$ cat config.mk
export PLATFORM = sky130hd
export DESIGN_NAME = jtag_vio_drv
export DESIGN_NICKNAME = d
export VERILOG_FILES = /design/src/rtl/jtag_vio_drv.sv
export SDC_FILE = /design/constraint.sdc
export NUM_CORES = 1
export LEC_CHECK = 0
export BUFFER_PORTS_ARGS = -buffer_cell sky130_fd_sc_hd__buf_2
export CAP_MARGIN = 20
export CELL_PAD_IN_SITES_DETAIL_PLACEMENT = 0
export CELL_PAD_IN_SITES_GLOBAL_PLACEMENT = 1
export CORE_MARGIN = 1.5
export CORE_UTILIZATION = 45
export DETAILED_ROUTE_END_ITERATION = 10
export PLACE_DENSITY_LB_ADDON = 0.3
export SYNTH_ARGS = -nofsm -noshare
export SYNTH_HDL_FRONTEND = slang
export SYNTH_SLANG_ARGS = --single-unit
$ cat constraint.sdc
create_clock -name clk_i -period 3.8 [get_ports clk_i]
set_clock_uncertainty 0.1 [all_clocks]
set_input_delay 0.38 -clock clk_i [delete_from_list [all_inputs] [get_ports clk_i]]
set_output_delay 0.38 -clock clk_i [all_outputs]
set_load 0.02 [all_outputs]
$ cat src/rtl/jtag_vio_drv.sv
// -----------------------------------------------------------------------------
// jtag_vio_drv
//
// Host-to-design virtual output driver on the GW_JTAG ER1 user chain.
// The JTAG user-register signals are oversampled on the system clock. A
// WIDTH-bit word is shifted in from TDI, LSB first, and committed to probe_o
// on Update-DR. The word captured from probe_in_i at Capture-DR is shifted
// out on TDO, LSB first, as readback.
//
// Ports
//   clk_i                 system clock (ex_clk_27m domain)
//   rst_n_i               asynchronous active-low reset
//   tck_i, tdi_i          JTAG TCK / TDI, asynchronous to clk_i
//   enable_i              ER1 selected
//   shift_dr_capture_dr_i Capture-DR / Shift-DR active
//   update_dr_i           Update-DR
//   test_logic_reset_i    TAP in Test-Logic-Reset
//   probe_in_i            readback word, loaded at Capture-DR
//   tdo_o                 serial readback, LSB first, registered
//   probe_o               committed host word
//   probe_strobe_o        1-cycle pulse when probe_o is updated
//   len_err_o             1-cycle pulse when an update is rejected for bit count
// -----------------------------------------------------------------------------
module jtag_vio_drv #(
    parameter int                 WIDTH       = 32,
    parameter int                 SYNC_STAGES = 2,
    parameter logic [WIDTH-1:0]   RESET_VALUE = {WIDTH{1'b0}}
) (
    input  logic             clk_i,
    input  logic             rst_n_i,
    input  logic             tck_i,
    input  logic             tdi_i,
    input  logic             enable_i,
    input  logic             shift_dr_capture_dr_i,
    input  logic             update_dr_i,
    input  logic             test_logic_reset_i,
    input  logic [WIDTH-1:0] probe_in_i,
    output logic             tdo_o,
    output logic [WIDTH-1:0] probe_o,
    output logic             probe_strobe_o,
    output logic             len_err_o
);

    // Counter is one bit wider than needed for WIDTH+1 so saturation at
    // WIDTH+1 can never wrap back to a legal count.
    localparam int            CW        = $clog2(WIDTH + 1) + 1;
    localparam logic [CW-1:0] CNT_FULL  = CW'(WIDTH);
    localparam logic [CW-1:0] CNT_MAX   = CW'(WIDTH + 1);
    localparam logic [CW-1:0] CNT_ZERO  = {CW{1'b0}};
    localparam logic [CW-1:0] CNT_ONE   = {{(CW-1){1'b0}}, 1'b1};
    localparam int            NSYNC     = 6;

    typedef enum logic [1:0] {
        ST_IDLE     = 2'd0,
        ST_SHIFT    = 2'd1,
        ST_WAIT_UPD = 2'd2
    } state_t;

    // Saturating increment of the bit counter.
    function automatic logic [CW-1:0] sat_inc(input logic [CW-1:0] v);
        logic [CW-1:0] r;
        if (v == CNT_MAX) begin
            r = v;
        end else begin
            r = v + CNT_ONE;
        end
        return r;
    endfunction

    // Synchroniser bit lanes: 0 tck, 1 tdi, 2 enable, 3 sdc, 4 update, 5 tlr.
    logic [SYNC_STAGES-1:0][NSYNC-1:0] sync_r;
    logic [NSYNC-1:0]                  raw_s;
    logic [NSYNC-1:0]                  synced_s;

    logic             tck_s;
    logic             tdi_s;
    logic             en_s;
    logic             sdc_s;
    logic             upd_s;
    logic             srst_s;
    logic             tck_prev_r;
    logic             upd_prev_r;
    logic             tck_rise_s;
    logic             upd_rise_s;

    state_t           state_r;
    logic [WIDTH-1:0] sr_r;
    logic [CW-1:0]    cnt_r;
    logic [WIDTH-1:0] probe_r;
    logic             probe_strobe_r;
    logic             len_err_r;
    logic             tdo_r;

    assign raw_s    = {test_logic_reset_i, update_dr_i, shift_dr_capture_dr_i,
                       enable_i, tdi_i, tck_i};
    assign synced_s = sync_r[SYNC_STAGES-1];

    assign tck_s  = synced_s[0];
    assign tdi_s  = synced_s[1];
    assign en_s   = synced_s[2];
    assign sdc_s  = synced_s[3];
    assign upd_s  = synced_s[4];
    // TAP Test-Logic-Reset acts as a synchronous soft reset of the FSM.
    assign srst_s = synced_s[5];

    assign tck_rise_s = tck_s & ~tck_prev_r;
    assign upd_rise_s = upd_s & ~upd_prev_r & en_s;

    // Multi-stage synchroniser for all asynchronous JTAG inputs.
    always_ff @(posedge clk_i or negedge rst_n_i) begin
        if (!rst_n_i) begin
            sync_r <= {(SYNC_STAGES*NSYNC){1'b0}};
        end else begin
            sync_r <= {sync_r[SYNC_STAGES-2:0], raw_s};
        end
    end

    // Delayed copies of synced TCK and Update-DR for rising-edge detection.
    always_ff @(posedge clk_i or negedge rst_n_i) begin
        if (!rst_n_i) begin
            tck_prev_r <= 1'b0;
            upd_prev_r <= 1'b0;
        end else begin
            tck_prev_r <= tck_s;
            upd_prev_r <= upd_s;
        end
    end

    // Capture/shift/update FSM with shift register, counter and probe outputs.
    always_ff @(posedge clk_i or negedge rst_n_i) begin
        if (!rst_n_i) begin
            state_r        <= ST_IDLE;
            sr_r           <= {WIDTH{1'b0}};
            cnt_r          <= CNT_ZERO;
            probe_r        <= RESET_VALUE;
            probe_strobe_r <= 1'b0;
            len_err_r      <= 1'b0;
        end else begin
            probe_strobe_r <= 1'b0;
            len_err_r      <= 1'b0;
            if (srst_s) begin
                // TAP reset abandons any transfer but keeps the committed word.
                state_r <= ST_IDLE;
                cnt_r   <= CNT_ZERO;
            end else if (upd_rise_s && (state_r == ST_WAIT_UPD)) begin
                if (cnt_r == CNT_FULL) begin
                    probe_r        <= sr_r;
                    probe_strobe_r <= 1'b1;
                end else begin
                    len_err_r      <= 1'b1;
                end
                state_r <= ST_IDLE;
            end else if (tck_rise_s) begin
                if (!en_s) begin
                    state_r <= ST_IDLE;
                end else begin
                    case (state_r)
                        ST_IDLE: begin
                            // Capture-DR edge: load readback, shift nothing.
                            if (sdc_s) begin
                                sr_r    <= probe_in_i;
                                cnt_r   <= CNT_ZERO;
                                state_r <= ST_SHIFT;
                            end else begin
                                state_r <= ST_IDLE;
                            end
                        end
                        ST_SHIFT: begin
                            // The edge leaving Shift-DR still has sdc high, so
                            // the Exit1 transition shifts its bit here.
                            if (sdc_s) begin
                                sr_r  <= {tdi_s, sr_r[WIDTH-1:1]};
                                cnt_r <= sat_inc(cnt_r);
                            end else begin
                                state_r <= ST_WAIT_UPD;
                            end
                        end
                        ST_WAIT_UPD: begin
                            // Back into Shift-DR from Pause/Exit2: continue the
                            // same word without reloading readback data.
                            if (sdc_s) begin
                                sr_r    <= {tdi_s, sr_r[WIDTH-1:1]};
                                cnt_r   <= sat_inc(cnt_r);
                                state_r <= ST_SHIFT;
                            end else begin
                                state_r <= ST_WAIT_UPD;
                            end
                        end
                        default: begin
                            state_r <= ST_IDLE;
                        end
                    endcase
                end
            end else begin
                state_r <= state_r;
            end
        end
    end

    // Registered TDO follows the shift register LSB one cycle later.
    always_ff @(posedge clk_i or negedge rst_n_i) begin
        if (!rst_n_i) begin
            tdo_r <= 1'b0;
        end else begin
            tdo_r <= sr_r[0];
        end
    end

    assign tdo_o          = tdo_r;
    assign probe_o        = probe_r;
    assign probe_strobe_o = probe_strobe_r;
    assign len_err_o      = len_err_r;

endmodule
* Word-level counts from Yosys, hierarchy flattened *
Index checks and enable logic that the tools add are counted.

word-level totals
  output and inout bits = 35
  bits of input ports = 40
  flip-flop bits (word level) = 90

operators by class
  reduce and logical (&&, ||, !) cells = 12
  equal/unequal tests = 11
  mux-type cells = 25
  $add $sub $neg = 1
  bitwise operators = 7

operator list
  kind                                                 count
  2-to-1 mux 32 bit                                    2
  one-hot mux 32 bit (2 select lines)                  1
  2-to-1 mux 7 bit                                     7
  equality test 7 x 6 -> 1 bit, second input constant  2
  one-hot mux 7 bit (2 select lines)                   1
  AND reduction 7 bit                                  2
  2-to-1 mux 2 bit                                     6
  adder 7 x 1 -> 7 bit, second input constant          1
  2-to-1 mux 1 bit                                     7
  != test 3 bit, second input constant                 2
  one-hot mux 2 bit (3 select lines)                   1
  nonzero test 2 bit                                   3
  nonzero test 3 bit                                   2
  != test 5 bit, second input constant                 1
  != test 2 bit, second input constant                 2
  inverter 1 bit                                       4
  bitwise AND 1 bit                                    3
  != test 3 x 1 -> 1 bit, second input constant        1
  AND reduction 3 bit                                  1
  equality test 2 x 1 -> 1 bit, second input constant  1
  equality test 2 bit, second input constant           1
  logical NOT 2 bit                                    1
  != test 2 x 1 -> 1 bit, second input constant        1
  AND reduction 2 bit                                  1
  2 further kinds                                      2

* Longest topological paths before layout *
  depth after elaboration = 8
  depth in mapped cells = 9
  gate-level depth less buffers = 6

* Least setup slack after synthesis *
Ideal clock, no wire load.

  path type = reg-to-reg
  start point = register state_r[0]
  end point = register sr_r[0]
  period minus slack after synthesis = 2,357 ps
  stages on the path, launching flop included = 9
  slack = 1,443 ps
  data required time = 3,575 ps
  arrival time = 2,132 ps
  library setup time = 125 ps
  path through = dfrtp_1 inv_1 ha_1 and3b_4 a21o_1 or4_4 buf_6 buf_12 mux2_4

on the way
  cells in the longest elaborated chain, start to end = 4
  elaborated cells on any way between the ends = 11

ends and longest elaborated chain
  item                                                                      line      text
  start, declared                                                           86        state_t state_r;
  start signal, assigned                                                    195       state_r <= state_r;
  equality test 2 bit or equality test 2 x 1 -> 1 bit (tied branches)       145, 157
  OR reduction 2 bit (no source line) or logical AND 1 bit (tied branches)  -
  != test 2 x 1 -> 1 bit (no source line) (tied with other cells)           -
  AND reduction 7 bit (no source line)                                      -
  end signal, assigned                                                      161       sr_r <= probe_in_i;
  end signal, assigned                                                      172       sr_r <= {tdi_s, sr_r[WIDTH-1:1]};
  end signal, assigned                                                      182       sr_r <= {tdi_s, sr_r[WIDTH-1:1]};
  end, declared                                                             87        logic [WIDTH-1:0] sr_r;

Parallel ways exist; a longest one is shown, timed or not.
A chain may end at the register's enable or synchronous reset.

* Worst setup path in the final report *
  start point = register state_r[0]
  end point = register sr_r[7]

Same word-level chain as after synthesis.

==> results.toml <==
[clock_tree]
cts_resized = 0
post_cts_hold_buffer_count = 0
cts.htree.levels = 3
cts.clk_slew.worst_paths_ps = 90
clk_latency_worst_skew_pair_ps = 350
post_cts_buffers = 0
tritoncts = "done"
clk_root_buffer_cell = "sky130_fd_sc_hd__clkbuf_8"
numCtsBuffers = 9
cts-root-to-sink-buffers = 2
clkSinkCount = 90

[synth]
dominantRegCellSynth = "sky130_fd_sc_hd__dfrtp_1"
synth_top_family_by_area = "multiplexers"
synth-async-reset-ratio_pct = 100
netlist_top_cells_area = "sky130_fd_sc_hd__dfrtp_1, sky130_fd_sc_hd__mux2_2, sky130_fd_sc_hd__mux2_4"
synth_mux_area_share_pct = 30.4
ys_seq_elements = 90
synthDominantCellAreaShare_pct = 55.8
synth_cell_types = 33
yosys_warnings = 0
synth_enable_flop_cells = 0
synth_sequential_area_ratio_pct = 55.8
post_synthesis_xor_xnor_area_fraction_pct = 0
synth_top_area_cell = "sky130_fd_sc_hd__dfrtp_1"
synth_nets = 309
most_instantiated_library_cell_after_synthesis = "sky130_fd_sc_hd__dfrtp_1"
synth_simple_gate_area_share_pct = 5.86
syn_area_per_cell_um2 = 15.4
synthesis.area_um2 = 4040
post_synth_most_frequent_cells = "sky130_fd_sc_hd__dfrtp_1, sky130_fd_sc_hd__mux2_2, sky130_fd_sc_hd__mux2_4"
netlist_instances = 262
synth_compound_area_share_pct = 2.54
synth-adder-area-share_pct = 2.17

[routing]
detail_route.iter0.violations = 77
avgViaCountPerCell = 5.18
routed_wire_length_per_instance_um = 15.9
routed_wl_um = 7150
drc = 0
routed-via-count = 2335
drtPass1Iterations = 4
postRouteAntennaNets = 0

[sta]
timing_hold_violations_final = 0
min_period_over_period_pct = 68.0
timing_worst_slew_pin_value_ps = 941
max_freq_ghz = 0.387
timing.final.max_slew_violations = 0
fin_tns_setup_ps = 0
slew_headroom_pct = 37.2
timing.final.crit_period_ps = 2580
setup_repair_after_global_routing_missed_its_margin = "false"
setup_viol = 0

[floorplan]
pin_count = 75
chipWidth_um = 97.7
height_of_the_chip_um = 97.7
core-area_um2 = 8720
initial_utilization_pct = 46.3
die-area_um2 = 9550
rows = 34

[final_layout]
final_layout_size_suffix_gt1_share_pct = 56.6
fillers = 749
num-nets-final = 385
antenna_cells_inserted = 0
synthToLayoutAreaGrowth_pct = 15.9
utilization_pct = 53.6
stdcell_count = 451

[global_route]
antenna_found_initial = 0
vias_in_the_first_global_route = 2398
total_routing_usage_reported_by_global_routing_pct = 15.9
grt_max_degree = 77
global_route_wire_length_before_repair_um = 12000
gr-total-overflow = 0

[pwr]
p_leak_nw = 2.42
totalPowerFinal_w = 0.00206
worst_ir_drop_vdd_mv = 0.211
pwr_density_cell_nw_per_um2 = 441

[setup_path]
critPathRequiredTime_ps = 3930
worst-path-max-fanout = 32
crit_path_end_kind = "flop"
crit_arrival_ps = 2720
critical_path_class = "reg -> reg"
timing.critical_path.from_type = "flop"

[worst_hold_path]
timing.hold.worst.class = "in -> reg"

[placed_design]
port_buffers = 74
dp_cells = 435
detail_placement_hpwl_um = 4780
gpl.final_weighted_congestion = 0.752

[run_status]
outcome = "finished clean"

[flow_run]
count_of_max_cap_constraint_violations = 0
## metrics by stage
step                      worst slack (ps)  hold slack, ps  cell area (um^2)
after floorplan                       1440           -15.6              4040
after global placement                1280             235              4460
after detailed placement              1210             236              4460
after CTS                             1200            7.84              4680
after global routing                  1110            3.52              4680
final                                 1220            25.4              4680
## registers in the layout, indices dropped and copies added, names as in the netlist
signal	cells
tdo_o	1
probe_strobe_o	1
sr_r	32
state_r	2
upd_prev_r	1
cnt_r	7
tck_prev_r	1
probe_o	32
sync_r	6
len_err_o	1
synced_s	6
## critical path: stages (launching register included)
cell                      delay, ps
sky130_fd_sc_hd__dfrtp_1        430
sky130_fd_sc_hd__inv_1           90
sky130_fd_sc_hd__ha_1           230
sky130_fd_sc_hd__and3b_4        210
sky130_fd_sc_hd__a21o_1         200
sky130_fd_sc_hd__or4_4          810
sky130_fd_sc_hd__mux2_4         390
## cells in the final DEF, fill, tap and decap left out, drive strengths merged, types with 3 or more instances in the layout
cell type  instances
nor2b              3
mux2              98
and3               4
nand3              5
dfrtp             90
buf               77
inv                6
nand2              3
a221o              4
nor2               7
ha                 7
nor3               3
and3b              3
clkbuf            10
nor4b              3
## kinds of logic (layout without fill, tap and decap cells)
group	count (synthesis)	count (layout)
muxes	99	99
DFF	90	90
and+or+nand+nor	37	37
buffers and inverters	17	98
AOI/OAI and AO/OA	12	12
adders and majority gates	7	7
## report_power, final
group / total (W) / internal [W] / leakage, nW / switching (W)
sequential: 0.00113 / 0.00106 / 1.15 / 0.0000768
clock: 0.000706 / 0.000372 / 0.103 / 0.000334
combinational: 0.000225 / 0.000156 / 1.17 / 0.0000687
## area by class of cell
cell class | count | area, um^2 | share of cell area [%]
Tap cell | 108 | 135 | 2.89
Clock buffer | 10 | 128 | 2.73
Clock inverter | 6 | 88.8 | 1.90
Timing Repair Buffer | 77 | 395 | 8.45
Sequential cell | 90 | 2250 | 48.2
Inverter | 5 | 18.8 | 0.401
Multi-Input combinational cell | 155 | 1660 | 35.5
## per-layer routing
metal	global-route usage, %	wire length [um]	part of all wire (%)	up-vias
li1	-	-	-	1095
met1	22.2	3410	48	1166
met2	23.2	3250	45	61
met3	4.10	354	4.9	13
met4	7.69	142	2.0	0
met5	0	0	0	-
## final timing paths
kind                                  from           to  slack [ps]  depth (start not counted)
worst min-delay path                 tdi_i    sync_r[1]          30                          1
max in group asynchronous          rst_n_i      sr_r[9]        2740                          2
worst min register to register   sync_r[5]  synced_s[5]         250                          0
worst max register to register  state_r[0]      sr_r[7]        1220                          6
worst max-delay path            state_r[0]      sr_r[7]        1220                          6
min in group asynchronous          rst_n_i     cnt_r[5]          70                          1
(Power assumes the default switching activity.)
